### src/rtl/rhd_spi_frame_master_if.sv
// Bus bundle for rhd_spi_frame_master: command handshake, SPI pins, MISO lines and capture vectors.
// Handshake: a command transfers on a rising edge where cmd_valid && cmd_ready; cmd is sampled only then.
interface rhd_spi_frame_master_if;
  logic [15:0] cmd;
  logic        cmd_valid;
  logic        cmd_ready;
  logic        cs_n;
  logic        sclk;
  logic        mosi;
  logic        miso1;
  logic        miso2;
  logic [73:0] miso4x_1;
  logic [73:0] miso4x_2;
  logic        miso4x_valid;
  logic        frame_busy;

  modport master (
    output cmd, cmd_valid, miso1, miso2,
    input  cmd_ready, cs_n, sclk, mosi, miso4x_1, miso4x_2, miso4x_valid, frame_busy
  );

  modport slave (
    input  cmd, cmd_valid, miso1, miso2,
    output cmd_ready, cs_n, sclk, mosi, miso4x_1, miso4x_2, miso4x_valid, frame_busy
  );
endinterface

### src/rtl/rhd_spi_frame_master.sv
// RHD2000 SPI frame master: one 16-bit MOSI command per frame plus 4x-oversampled MISO capture.
// Optional SPI_MISO_SYNC_EN adds a 2-flop synchronizer ahead of the MISO input register.
module rhd_spi_frame_master #(
  parameter int FRAME_TICKS = 80
) (
  input logic                    dataclk,
  input logic                    reset,
  rhd_spi_frame_master_if.slave  bus
);
  localparam logic [7:0] LAST_TICK = 8'(FRAME_TICKS - 1);

  typedef enum logic {IDLE = 1'b0, FRAME = 1'b1} state_t;

  state_t      state;
  state_t      next_state;
  logic [7:0]  tick;
  logic [7:0]  next_tick;
  logic [15:0] cmd_q;
  logic [15:0] next_cmd;
  logic [3:0]  bit_idx;
  logic        next_win;
  logic        accept;
  logic        miso1_r;
  logic        miso2_r;
  logic [73:0] shift_1;
  logic [73:0] shift_2;

`ifdef SPI_MISO_SYNC_EN
  logic [1:0] sync_1;
  logic [1:0] sync_2;

  always_ff @(posedge dataclk) begin
    sync_1  <= {sync_1[0], bus.miso1};
    sync_2  <= {sync_2[0], bus.miso2};
    miso1_r <= sync_1[1];
    miso2_r <= sync_2[1];
  end
`else
  always_ff @(posedge dataclk) begin
    miso1_r <= bus.miso1;
    miso2_r <= bus.miso2;
  end
`endif

  // Outputs are registered from the next tick so pin values for tick t show while tick==t.
  always_comb begin
    accept     = bus.cmd_valid && bus.cmd_ready;
    next_state = state;
    next_tick  = tick;
    next_cmd   = cmd_q;
    if (accept) begin
      next_state = FRAME;
      next_tick  = 8'd0;
      next_cmd   = bus.cmd;
    end else if (state == FRAME) begin
      if (tick == LAST_TICK) next_state = IDLE;
      else                   next_tick  = tick + 8'd1;
    end
    bit_idx  = 4'((next_tick - 8'd4) >> 2);
    next_win = (next_state == FRAME) && (next_tick >= 8'd4) && (next_tick < 8'd68);
  end

  always_ff @(posedge dataclk) begin
    if (reset) begin
      state            <= IDLE;
      tick             <= 8'd0;
      cmd_q            <= 16'd0;
      bus.cs_n         <= 1'b1;
      bus.sclk         <= 1'b0;
      bus.mosi         <= 1'b0;
      bus.cmd_ready    <= 1'b1;
      bus.frame_busy   <= 1'b0;
      bus.miso4x_1     <= '0;
      bus.miso4x_2     <= '0;
      bus.miso4x_valid <= 1'b0;
      shift_1          <= '0;
      shift_2          <= '0;
    end else begin
      state          <= next_state;
      tick           <= next_tick;
      cmd_q          <= next_cmd;
      bus.cs_n       <= !((next_state == FRAME) && (next_tick < 8'd68));
      bus.sclk       <= next_win && next_tick[1];
      bus.mosi       <= next_win && next_cmd[4'd15 - bit_idx];
      bus.cmd_ready  <= (next_state == IDLE) || (next_tick == LAST_TICK);
      bus.frame_busy <= (next_state == FRAME);
      bus.miso4x_valid <= 1'b0;
      // Shift in MSB-side so the first sample (tick 4) ends at index 0 after 74 shifts.
      if (state == FRAME && tick >= 8'd4 && tick <= 8'd77) begin
        shift_1 <= {miso1_r, shift_1[73:1]};
        shift_2 <= {miso2_r, shift_2[73:1]};
      end
      // Publishing on the last shift lands the pulse on tick 78, or on the next frame's tick 0 when FRAME_TICKS=78.
      if (state == FRAME && tick == 8'd77) begin
        bus.miso4x_1     <= {miso1_r, shift_1[73:1]};
        bus.miso4x_2     <= {miso2_r, shift_2[73:1]};
        bus.miso4x_valid <= 1'b1;
      end
    end
  end
endmodule

### src/flat_wrapper.sv
// flat-port wrapper written by rule: the top's interface ports become plain ports
module rhd_spi_frame_master_flat 
#(
  parameter int FRAME_TICKS = 80
)
  (dataclk, reset, bus_cmd, bus_cmd_valid, bus_miso1, bus_miso2, bus_cmd_ready, bus_cs_n, bus_sclk, bus_mosi, bus_miso4x_1, bus_miso4x_2, bus_miso4x_valid, bus_frame_busy);
  rhd_spi_frame_master_if bus_i ();
  input logic dataclk;
  input logic reset;
  input wire logic [$bits(bus_i.cmd)-1:0] bus_cmd;
  input wire logic [$bits(bus_i.cmd_valid)-1:0] bus_cmd_valid;
  input wire logic [$bits(bus_i.miso1)-1:0] bus_miso1;
  input wire logic [$bits(bus_i.miso2)-1:0] bus_miso2;
  output wire logic [$bits(bus_i.cmd_ready)-1:0] bus_cmd_ready;
  output wire logic [$bits(bus_i.cs_n)-1:0] bus_cs_n;
  output wire logic [$bits(bus_i.sclk)-1:0] bus_sclk;
  output wire logic [$bits(bus_i.mosi)-1:0] bus_mosi;
  output wire logic [$bits(bus_i.miso4x_1)-1:0] bus_miso4x_1;
  output wire logic [$bits(bus_i.miso4x_2)-1:0] bus_miso4x_2;
  output wire logic [$bits(bus_i.miso4x_valid)-1:0] bus_miso4x_valid;
  output wire logic [$bits(bus_i.frame_busy)-1:0] bus_frame_busy;
  assign bus_i.cmd = bus_cmd;
  assign bus_i.cmd_valid = bus_cmd_valid;
  assign bus_i.miso1 = bus_miso1;
  assign bus_i.miso2 = bus_miso2;
  assign bus_cmd_ready = bus_i.cmd_ready;
  assign bus_cs_n = bus_i.cs_n;
  assign bus_sclk = bus_i.sclk;
  assign bus_mosi = bus_i.mosi;
  assign bus_miso4x_1 = bus_i.miso4x_1;
  assign bus_miso4x_2 = bus_i.miso4x_2;
  assign bus_miso4x_valid = bus_i.miso4x_valid;
  assign bus_frame_busy = bus_i.frame_busy;
  rhd_spi_frame_master #(.FRAME_TICKS(FRAME_TICKS)) u_core (.dataclk(dataclk), .reset(reset), .bus(bus_i));
endmodule
### config.mk
export PLATFORM = sky130hd
export DESIGN_NAME = rhd_spi_frame_master_flat
export DESIGN_NICKNAME = d
export VERILOG_FILES = /design/src/rtl/rhd_spi_frame_master_if.sv /design/src/rtl/rhd_spi_frame_master.sv /design/src/flat_wrapper.sv
export SDC_FILE = /design/constraint.sdc
export NUM_CORES = 1
export LEC_CHECK = 0
export ABC_AREA = 1
export BUFFER_PORTS_ARGS = -buffer_cell sky130_fd_sc_hd__buf_2
export CORE_MARGIN = 10
export CORE_UTILIZATION = 40
export DETAILED_ROUTE_END_ITERATION = 8
export GPL_ROUTABILITY_DRIVEN = 0
export MAX_ROUTING_LAYER = met4
export PLACE_DENSITY_LB_ADDON = 0.25
export SYNTH_ARGS = -nofsm -noshare
export SYNTH_HDL_FRONTEND = slang
export SYNTH_SLANG_ARGS = --single-unit
### constraint.sdc
create_clock -name dataclk -period 4 [get_ports dataclk]
set_input_delay 0.2 -clock dataclk [delete_from_list [all_inputs] [get_ports dataclk]]
set_output_delay 0.2 -clock dataclk [all_outputs]
set_load 0.03 [all_outputs]
### Word-level counts from Yosys, hierarchy flattened

Cells that the tools add are included.

| cells by class | value |
|---|---|
| reductions and logical operators | 11 |
| equality and inequality tests | 3 |
| mux-type cells | 10 |
| $lt $le $gt $ge | 5 |
| bitwise operators | 1 |
| $add $sub $neg | 3 |

Operator list:

| operator | number |
|---|---|
| 8-bit by 7-bit equality test with 1-bit output, second input constant | 3 |
| 8-bit two-way mux | 3 |
| 8-bit by 3-bit >= comparator with 1-bit output, second input constant | 2 |
| 16-bit two-way mux | 1 |
| 1-bit logical AND | 9 |
| 8-bit by 1-bit adder with 8-bit output, second input constant | 1 |
| 8-bit by 7-bit less-or-equal comparator with 1-bit output, second input constant | 1 |
| 8-bit by 7-bit < comparator with 1-bit output, second input constant | 1 |
| 6-bit by 3-bit subtractor with 6-bit output, second input constant | 1 |
| 4-bit by 5-bit < comparator with 1-bit output, second input constant | 1 |
| 1-bit two-way mux | 5 |
| 1-bit binary-select mux with 4-bit select | 1 |
| 4-bit subtractor, first input constant | 1 |
| 1-bit zero test | 1 |
| 1-bit logical OR | 1 |
| 1-bit NOT | 1 |

| word-level totals | value |
|---|---|
| register bits after elaboration | 328 |
| word-level logic and storage cells | 47 |
| input bits | 21 |

### Logic depth before layout (Yosys ltp)

Gate-level depths: netlist (run 1).

| logic depth | value |
|---|---|
| depth after elaboration | 9 |
| gate-level depth with buffers | 16 |

### Least setup slack after synthesis (run 1)

Ideal clock, no wire load.

| timing | value |
|---|---|
| path type | reg-to-reg |
| from | register u_core.bus.frame_busy (netlist name) |
| to | register u_core.bus.mosi |
| cell stages (with the launch flop) | 14 |
| data required time | 3.936 ns |
| data arrival time | 2.028 ns |
| setup slack | 1.908 ns |
| library setup time | 0.064 ns |
| clock period less this slack | 2.092 ns |
| path through | dfxtp_1 > buf_4 > inv_1 > a21oi_2 > nand2_4 > buf_6 > ha_1 > nand2_1 > inv_1 > nor2_1 > nand3_1 > nand3_1 > nand2_1 > nor2_1 |

RTL lines:

| element | RTL line | text |
|---|---|---|
| end signal, assigned | rhd_spi_frame_master.sv:84 | `bus.mosi <= next_win && next_cmd[4'd15 - bit_idx];` |
| end, declared | rhd_spi_frame_master_if.sv:24 | `output cmd_ready, cs_n, sclk, mosi, miso4x_1, miso4x_2, miso4x_valid, frame_busy` |

### Worst setup path in the final report (run 1)

| timing | value |
|---|---|
| from | register u_core.bus.cmd_ready |
| to | register u_core.bus.mosi |

| on the way | value |
|---|---|
| word-level cells in the longest chain between the ends | 7 |
| elaborated cells between the ends (all ways) | 13 |
| classes of those cells | add/sub (2); order compare (2); mux (5); reduce/logical (4) |

RTL lines:

| element | RTL line | text |
|---|---|---|
| start, declared | rhd_spi_frame_master_if.sv:24 |  |
| start signal, assigned | rhd_spi_frame_master.sv:85 | `bus.cmd_ready <= (next_state == IDLE) \|\| (next_tick == LAST_TICK);` |
| 1-bit logical AND (*) | rhd_spi_frame_master.sv:47 | `accept = bus.cmd_valid && bus.cmd_ready;` |
| 8-bit two-way mux (*) | rhd_spi_frame_master.sv:51 | `if (accept) begin` |
| net u_core.next_tick[2] | rhd_spi_frame_master.sv:17 | `logic [7:0] next_tick;` |
| 6-bit by 3-bit subtractor with 6-bit output | rhd_spi_frame_master.sv:59 | `bit_idx = 4'((next_tick - 8'd4) >> 2);` |
| 4-bit subtractor | rhd_spi_frame_master.sv:84 |  |
| 1-bit binary-select mux with 4-bit select | rhd_spi_frame_master.sv:84 |  |
| 1-bit two-way mux (implied by the code) | rhd_spi_frame_master.sv:84 |  |
| 1-bit logical AND (*) | rhd_spi_frame_master.sv:84 |  |

Mark *: on every way through the listed nets, which the timed path passes. The rest lies on a longest branch. The select of a mux whose other input is x is not followed.
A chain may end at the register's enable or synchronous reset.

==> results of run 1 <==
==> worst max path at each step <==
stage,start,end,slack (ns),depth (start not counted)
floorplan,u_core.bus.frame_busy,u_core.bus.mosi,1.91,13
CTS,u_core.bus.cmd_ready,u_core.bus.mosi,1.46,13
finish,u_core.bus.cmd_ready,u_core.bus.mosi,1.48,13
detailed placement,bus_cmd_valid,u_core.bus.mosi,1.47,14
global route,u_core.bus.cmd_ready,u_core.bus.mosi,1.16,13
global placement,bus_cmd_valid,u_core.bus.mosi,1.59,14
==> power groups by stage <==
stage	Combinational, mW	Clock, mW	Sequential [mW]
after floorplan	0.337	0	3.48
after global placement	0.407	0	3.49
after detailed placement	0.415	0	3.50
after CTS	0.426	3.13	3.42
after global routing	0.493	3.28	3.44
final	0.420	3.05	3.43
==> registers in the layout, indices dropped and copies added, names as in the netlist <==
signal	flops
u_core.bus.cmd_ready	1
u_core.bus.cs_n	1
u_core.bus.frame_busy	1
u_core.bus.miso4x_1	74
u_core.bus.miso4x_2	74
u_core.bus.miso4x_valid	1
u_core.bus.mosi	1
u_core.bus.sclk	1
u_core.cmd_q	16
u_core.miso1_r	1
u_core.miso2_r	1
u_core.shift_1	73
u_core.shift_2	73
u_core.tick	8
==> area by class of cell <==
cell class                 instances  share of cell area [%]
inverter                          73                   2.031
clock buffer                      49                   7.314
multi-input combinational        983                   32.13
clock inverter                     9                  0.4492
tap                              384                   3.450
sequential                       326                   46.86
timing repair buffer             195                   7.763
==> Yosys cell counts, drive strengths merged <==
cell | instances | area share, %
nor2 | 457 | 15
dfxtp | 326 | 56
o21ai | 300 | 13
a21oi | 96 | 4.1
inv | 73 | 2.3
nand2 | 62 | 2.1
buf | 57 | 2.8
clkbuf | 46 | 1.5
nand3 | 34 | 1.7
ha | 7 | 0.75
o21a | 7 | 0.45
or2 | 7 | 0.37
nand4 | 5 | 0.27
mux2i | 2 | 0.17
nor3 | 2 | 0.085
nand3b | 1 | 0.064
o21bai | 1 | 0.096
o22ai | 1 | 0.053
xnor2 | 1 | 0.075
==> cells by family after synthesis <==
kind of cell	count (synthesis)	synth area share, %
fa+ha+maj	7	0.7450
compound gates	405	17.49
flops	326	55.52
mux	2	0.1703
xor+xnor	1	0.07452
simple gates	568	19.43
buf+inv	176	6.578
==> metrics by stage <==
step	hold slack, ns	setup WS (ns)	std cells	area [sq um]
finish	0.04270	1.479	2019	13930
global placement	0.3359	1.587	1950	12730
detailed placement	0.3378	1.473	1950	12730
global route	0.06189	1.163	2019	13930
CTS	0.02838	1.465	2019	13930
floorplan	0.2277	1.908	1485	11760
==> worst max-delay path, stage by stage, from the launching register on <==
cell     delay (ns)
dfxtp_1        0.31
nand2_1        0.05
buf_4          0.25
inv_1          0.32
a21oi_2        0.42
nand2_4        0.17
inv_1          0.14
ha_1           0.30
inv_1          0.11
nand3_1        0.08
nand3_1        0.07
nand2_1        0.05
nor2_1         0.09
nor2_1         0.05
==> routing by layer <==
layer	GRT usage, %	vias to the layer above	wire (um)
li1	-	5045	-
met1	20.58	4297	13660
met2	23.64	177	12340
met4	3.966	0	469
met5	-	-	0
met3	3.098	41	1385
==> repair_timing <==
action	4_1_cts	5_1_grt
hold buffers	11	0
gates resized for setup	0	0
endpoints found under the hold margin	11	0
buffers inserted	0	0
==> layout by cell type, fill, tap and decap left out, drive strengths merged <==
cell	synthesis	routed
clkbuf	46	49
o21a	7	7
nor2	457	457
ha	7	7
clkinvlp	0	1
a21oi	96	96
xnor2	1	1
nand2	62	62
nand4	5	5
nor3	2	2
buf	57	184
dfxtp	326	326
or2	7	7
dlygate4sd3	0	11
nand3	34	34
clkinv	0	5
mux2i	2	2
o21ai	300	300
o22ai	1	1
inv	73	76
o21bai	1	1
nand3b	1	1
==> results.cfg, run 1 <==
[layout]
diodes = 0
layout.nets = 1642
drive_above_1_share_pct = 16.15
areaGrowthSynthToFinish_pct = 18.47
final_util_pct = 48.26
fillCellCount = 2869
multiInputGateArea_sq_um = 4474
final-seq-area_sq_um = 6526

[clocking]
cts.sinks = 326
cts_tree = yes
clk_pin_slew_ns = 0.05
cts_buffers = 35
cts_root_buffer = clkbuf_16
cts_htree_levels = 2
worstSkewPairLatency_ns = 0.51
clock_path_buffers = 3

[global_routing]
grt_max_degree = 128
grt_pass1_vias = 9372
antenna_found_initial = 0
grt_remaining_overflow = 0
grt_pass1_wl_um = 46920
grt_use_total_pct = 15.48

[outcome]
status = finished clean

[critical_path]
end_kind = register
crit_required_ns = 4.40
start_kind = register
rrSetupSlack_ns = 1.48
rr_endpoint = u_core.bus.mosi
reg2regPathDepth = 13
r2r_start = u_core.bus.cmd_ready
path_max_fanout = 21
critPathArrivalTime_ns = 2.92
criticalPathCategory = reg2reg

[hold_path]
holdPathEnd = u_core.cmd_q[14]
worstHoldStart = bus_cmd[14]
holdPathStages = 4
hold_class = in2reg

[logic_synthesis]
yosysUniqueCellTypes = 31
synth_cells = 1485
synth-seq-cells = 326
yosys_warnings = 0
syn-num-nets = 1513
syn-cell-area_sq_um = 11760
synth.avg_cell_area_sq_um = 7.916
yosysSeqAreaShare_pct = 55.52

[routing]
routed_wl_um = 27860
vias_per_cell = 4.735
first_iter_violations = 498
vias = 9560
wl_per_cell_um = 13.80
ant_nets = 0
drc = 0
first_pass_iters = 4

[timing]
setup_tns_ns = 0
report.final.slew_viol_count = 0
fin_skew_ns = 0.008270
relSlewSlack_pct = 29.08
timing.fmax_mhz = 396.7
tightest_slew_ns = 1.064
period_share_pct = 63.02
hold_viol_final = 0
setup_viol = 0
fin_crit_ns = 2.521
rsz0062_at_grt = no

[run]
cap_viol_max_count = 0

[pwr]
power.leakage_nw = 6.410
irDropWorstVdd_mv = 0.2758
p_switching_mw = 1.614
clkPwrFrac_pct = 44.3
pwr-share-seq_pct = 49.6
p_comb_share_pct = 6.1
p_sw_share_pct = 23.40
power.density_nw_per_um2 = 495.5
internal_power_mw = 5.286
power.total_mw = 6.900

[placed_design]
port_buffers = 174
dp_hpwl_um = 17000

[floorplanning]
start_util_pct = 40.73
coreArea_sq_um = 28860
die_h_um = 191.4
die_w_um = 191.4
die_area_sq_um = 36650
ios = 175
num_rows = 62
(Power assumes the default switching activity.)
==> inputs of run 2 (changes only) <==
clock period = 2.5 ns   (was 4 ns; I/O delays follow)
==> run 2 against run 1 <==
Compared with the run above: routed wire length is 0.97% higher; largest power group unchanged; largest cell class unchanged; sequential share of layout area is 0.71 points lower; die area stayed put; non-clock buffer count is 11 higher; first-iteration DRC count is 37% higher; clock power is 68% higher; critical path type unchanged; count of clock-buffer cells in the layout is 5 lower.
==> results.cfg, run 2 (synthesis gave the netlist of run 1 again) <==
[clocking]
cts.sinks = 326
cts_htree_levels = 2
clock_path_buffers = 3
cts_root_buffer = clkbuf_16
cts_buffers = 34
cts_setup_buffers = 0
worstSkewPairLatency_ns = 0.51
cts_tree = yes
clk_pin_slew_ns = 0.06

[critical_path]
path_max_fanout = 13
max_stage_delay_ns = 0.38
critPathArrivalTime_ns = 2.60
end_kind = register
criticalPathCategory = reg2reg
start_kind = register
critical-path-top-delay-family = simple AND/OR/NAND/NOR gates
critical_path_buf_inv_count = 3
cp_cell_sequence = ha_2 -> inv_1 -> nor2_2 -> nand3_2 -> nand3_4 -> nand2_4 -> inv_1 -> ha_1 -> inv_1 -> nand3_1 -> nand3_1 -> nand3_1 -> nand2_1 -> nor2_1
slowest_stage = dfxtp_1
crit_required_ns = 2.90

[routing]
ant_nets = 0
vias = 9752
first_pass_iters = 5
routed_wl_um = 28130
vias_per_cell = 4.811
wl_per_cell_um = 13.88
first_iter_violations = 682
drc = 0

[global_routing]
grt_pass1_wl_um = 47230
grt_remaining_overflow = 0
grt_pass1_vias = 9364
grt_max_degree = 191
grt_use_total_pct = 15.55
antenna_found_initial = 0

[pwr]
power.leakage_nw = 6.492
clkPwrFrac_pct = 45.2
p_switching_mw = 2.547
internal_power_mw = 8.750
power.density_nw_per_um2 = 798.7
irDropWorstVdd_mv = 0.5515
pwr-share-seq_pct = 48.5
p_sw_share_pct = 22.55
p_comb_share_pct = 6.3

[timing]
timing.fmax_mhz = 453.5
setup_viol = 0
report.final.slew_viol_count = 0
rsz0062_at_grt = no
fin_crit_ns = 2.205
layout_setup_ws_ns = 0.2951
setup_tns_ns = 0
tightest_slew_ns = 1.147
period_share_pct = 88.20
fin_skew_ns = 0.01572
hold_viol_final = 0
relSlewSlack_pct = 23.57

[floorplanning]
die_area_sq_um = 36650
die_w_um = 191.4
ios = 175
coreArea_sq_um = 28860
start_util_pct = 40.73
num_rows = 62
die_h_um = 191.4

[layout]
layout.nets = 1652
drive_above_1_share_pct = 16.13
fillCellCount = 2864
top_regs = u_core.bus.miso4x_1 (74), u_core.bus.miso4x_2 (74)
layout_common_cells = nor2_1 (453), dfxtp_1 (325), o21ai_0 (243), buf_2 (174), a21oi_1 (95)
diodes = 0
areaGrowthSynthToFinish_pct = 20.32
layout_commonest_cell = nor2_1
final_util_pct = 49.01
layout.cells.non_filler = 2027

[placed_design]
post-place-ws_ns = 0.2755
dp_cells = 1954
dp_hpwl_um = 17240
port_buffers = 174

[outcome]
status = finished clean

[run]
cap_viol_max_count = 0

[hold_path]
hold_class = in2reg
## run 2: power by group through the flow
stage               Sequential [mW]  Combinational, mW  Clock [mW]
floorplan                      5.57              0.539           0
global placement               5.58              0.680           0
detailed placement             5.59              0.694           0
CTS                            5.47              0.720        5.26
global route                   5.50              0.823        5.48
finish                         5.48              0.713        5.11
## run 2: final cells by class
class                      instances  area (sq um)  area share (%)
sequential                       326          6528           46.15
multi-input combinational        983          4477           31.65
timing repair buffer             206          1256           8.882
clock buffer                      44         918.4           6.493
tap                              384         480.5           3.397
inverter                          73         282.8           1.999
clock inverter                    11         201.4           1.424
## run 2: worst paths after layout
check | slack, ns | end | depth (start not counted) | start
max | 0.30 | u_core.bus.mosi | 14 | u_core.tick[1]
min | 0.10 | u_core.tick[4] | 2 | reset
max reg2reg | 0.30 | u_core.bus.mosi | 14 | u_core.tick[1]
min reg2reg | 0.45 | u_core.shift_1[1] | 2 | u_core.shift_1[1]
## run 2: repair_timing
| item | 4_1_cts | 5_1_grt |
|---|---|---|
| hold endpoints to repair | 18 | 0 |
| gates resized for setup | 0 | 2 |
| hold buffers | 18 | 0 |
| setup endpoints to repair | 0 | 1 |
## run 2: per-stage QoR
step	total power [mW]	hold WS (ns)	cell area (sq um)
2_1_floorplan	6.111	0.1527	11760
3_3_place_gp	6.264	0.2624	12840
3_5_place_dp	6.283	0.2627	12840
4_1_cts	11.45	0.08912	14140
5_1_grt	11.80	0.1196	14140
6_report	11.30	0.1000	14140
## run 2: per-layer routing
layer,up-vias,track usage (%),part of all wire [%]
met1,4445,19.99,47
met5,-,-,0
met2,192,24.48,46
li1,5072,-,-
met4,0,4.177,1.9
met3,43,3.116,4.9
## run 2: worst register-to-register path: stages, from the launching register on
cell and delay [ns]:
dfxtp_1 0.38, ha_2 0.21, inv_1 0.06, nor2_2 0.11, nand3_2 0.12, nand3_4 0.14, nand2_4 0.12, inv_1 0.13
ha_1 0.30, inv_1 0.13, nand3_1 0.10, nand3_1 0.11, nand3_1 0.09, nand2_1 0.07, nor2_1 0.04
==> inputs of run 3 (changes only) <==
ABC_CLOCK_PERIOD_IN_PS = 2500   (was not set)
BUFFER_PORTS_ARGS = not set   (was -buffer_cell sky130_fd_sc_hd__buf_2)
DONT_BUFFER_PORTS = 1   (was not set)
==> run 3 against run 2 <==
Compared with the run above: flip-flop and latch count did not move; register-to-register slack barely moved; first-iteration DRC count fell by 12%; global-route usage fell by 0.42 points; clock power rose by 0.8%; via count fell by 6.0%; combinational power fell by 3.5%; routed wire length fell by 1.7%; critical path type unchanged.
==> results.cfg, run 3 (synthesis gave the netlist of run 1 again) <==
[clocking]
cts_root_buffer = clkbuf_16
cts_htree_levels = 2
cts_resized = 0
cts_tree = yes
clk_pin_slew_ns = 0.06
cts.sinks = 326
worstSkewPairLatency_ns = 0.52
clock_path_buffers = 3
cts_buffers = 36

[layout]
top_regs = u_core.bus.miso4x_1 (74), u_core.bus.miso4x_2 (74)
final_area_sq_um = 13410
layout_common_cells = nor2_1 (453), dfxtp_1 (326), o21ai_0 (243), a21oi_1 (95), inv_1 (68)
drive_above_1_share_pct = 7.003
diodes = 0
layout_commonest_cell = nor2_1
layout.nets = 1490
areaGrowthSynthToFinish_pct = 14.04

[global_routing]
antenna_found_initial = 0
grt_max_degree = 108
grt_remaining_overflow = 0
grt_pass1_vias = 8581
grt_pass1_wl_um = 45430
grt_use_total_pct = 15.13

[floorplanning]
die_h_um = 191.4
num_rows = 62
coreArea_sq_um = 28860
die_area_sq_um = 36650
ios = 175
die_w_um = 191.4
start_util_pct = 40.73

[timing]
setup_tns_ns = 0
hold_viol_final = 0
relSlewSlack_pct = 31.78
report.final.slew_viol_count = 0
rsz0062_at_grt = no
timing.fmax_mhz = 452.4
fin_skew_ns = 0.01263
tightest_slew_ns = 1.020
fin_crit_ns = 2.210
period_share_pct = 88.42
setup_viol = 0

[routing]
first_iter_violations = 602
vias_per_cell = 4.905
vias = 9167
first_pass_iters = 7
ant_nets = 0
wl_per_cell_um = 14.79
routed_wl_um = 27640
drc = 0

[pwr]
power.leakage_nw = 5.636
p_comb_share_pct = 6.1
p_switching_mw = 2.612
irDropWorstVdd_mv = 0.3992
power.density_nw_per_um2 = 845.1
internal_power_mw = 8.717
clkPwrFrac_pct = 45.5
pwr-share-seq_pct = 48.4
p_sw_share_pct = 23.05

[critical_path]
crit_required_ns = 2.94
reg2regPathDepth = 8
rr_endpoint = u_core.shift_1[6]
critPathArrivalTime_ns = 2.65
criticalPathCategory = reg2reg
end_kind = register
endpoint = u_core.shift_1[6]
path_max_fanout = 60
start_kind = register
startpoint = u_core.tick[0]
rrSetupSlack_ns = 0.29
r2r_start = u_core.tick[0]

[placed_design]
port_buffers = 0
place_area_sq_um = 12050
dp_hpwl_um = 17220

[outcome]
status = finished clean

[hold_path]
hold_class = in2reg
holdPathStages = 3

[run]
cap_viol_max_count = 0
[run 3: changes by cell type in the layout (fill, tap and decap cells not counted), sizes merged]
cell,previous run,this run
buf,188,23
bufinv,5,2
clkbuf,44,50
dlygate4sd3,18,19
clkinv,4,5
inv,74,76
[run 3: worst min path at each step]
| stage | start | endpoint | slack, ns |
|---|---|---|---|
| finish | reset | u_core.shift_1[15] | 0.07 |
| global route | reset | u_core.bus.miso4x_1[4] | 0.11 |
| CTS | bus_cmd_valid | u_core.tick[2] | 0.07 |
| detailed placement | bus_miso1 | u_core.miso1_r | 0.15 |
| global placement | bus_miso1 | u_core.miso1_r | 0.15 |
| floorplan | bus_miso1 | u_core.miso1_r | 0.15 |
[run 3: power by group through the flow]
stage                     logic, mW  clock network [mW]  registers, mW
final                         0.688                5.15           5.49
after detailed placement      0.663                   0           5.60
after global placement        0.647                   0           5.60
after CTS                     0.697                5.32           5.49
after global routing          0.797                5.54           5.51
after floorplan               0.539                   0           5.57
[run 3: critical path, cell delays in order, from the launching register on]
cell	delay [ns]
dfxtp_1	0.41
inv_1	0.11
ha_1	0.21
nor3_1	0.19
o22ai_1	0.18
nand2_8	0.23
buf_4	0.47
o21ai_0	0.14
a21oi_1	0.16
[run 3: per-stage QoR]
stage               hold slack [ns]  total power [mW]  instances  worst slack, ns  util [%]
floorplan                    0.1527             6.111       1485           0.4081         -
global placement             0.1531             6.244       1789           0.3811     41.76
detailed placement           0.1531             6.262       1789           0.2640     41.76
CTS                         0.06649             11.50       1869           0.2711     46.45
global route                 0.1119             11.85       1869          0.06017     46.45
finish                      0.06949             11.33       1869           0.2895     46.45
[run 3: final cells by class]
cell class | instances | area, sq um
fill | 2889 | 15450
sequential | 326 | 6526
multi-input combinational | 983 | 4474
clock buffer | 50 | 1023
tap | 384 | 480.5
timing repair buffer | 42 | 475.5
inverter | 73 | 284.0
clock inverter | 11 | 141.4
[run 3: layer usage]
layer	global-route usage [%]	share of wire (%)
met1	18.93	46
met3	4.902	7.9
met5	-	0
met4	4.087	1.9
met2	23.06	45
[run 3: repair_timing]
item / in CTS / in global routing
setup endpoints to repair: 0 / 0
hold endpoints to repair: 32 / 0
hold buffers: 19 / 0
buffers inserted: 0 / 0
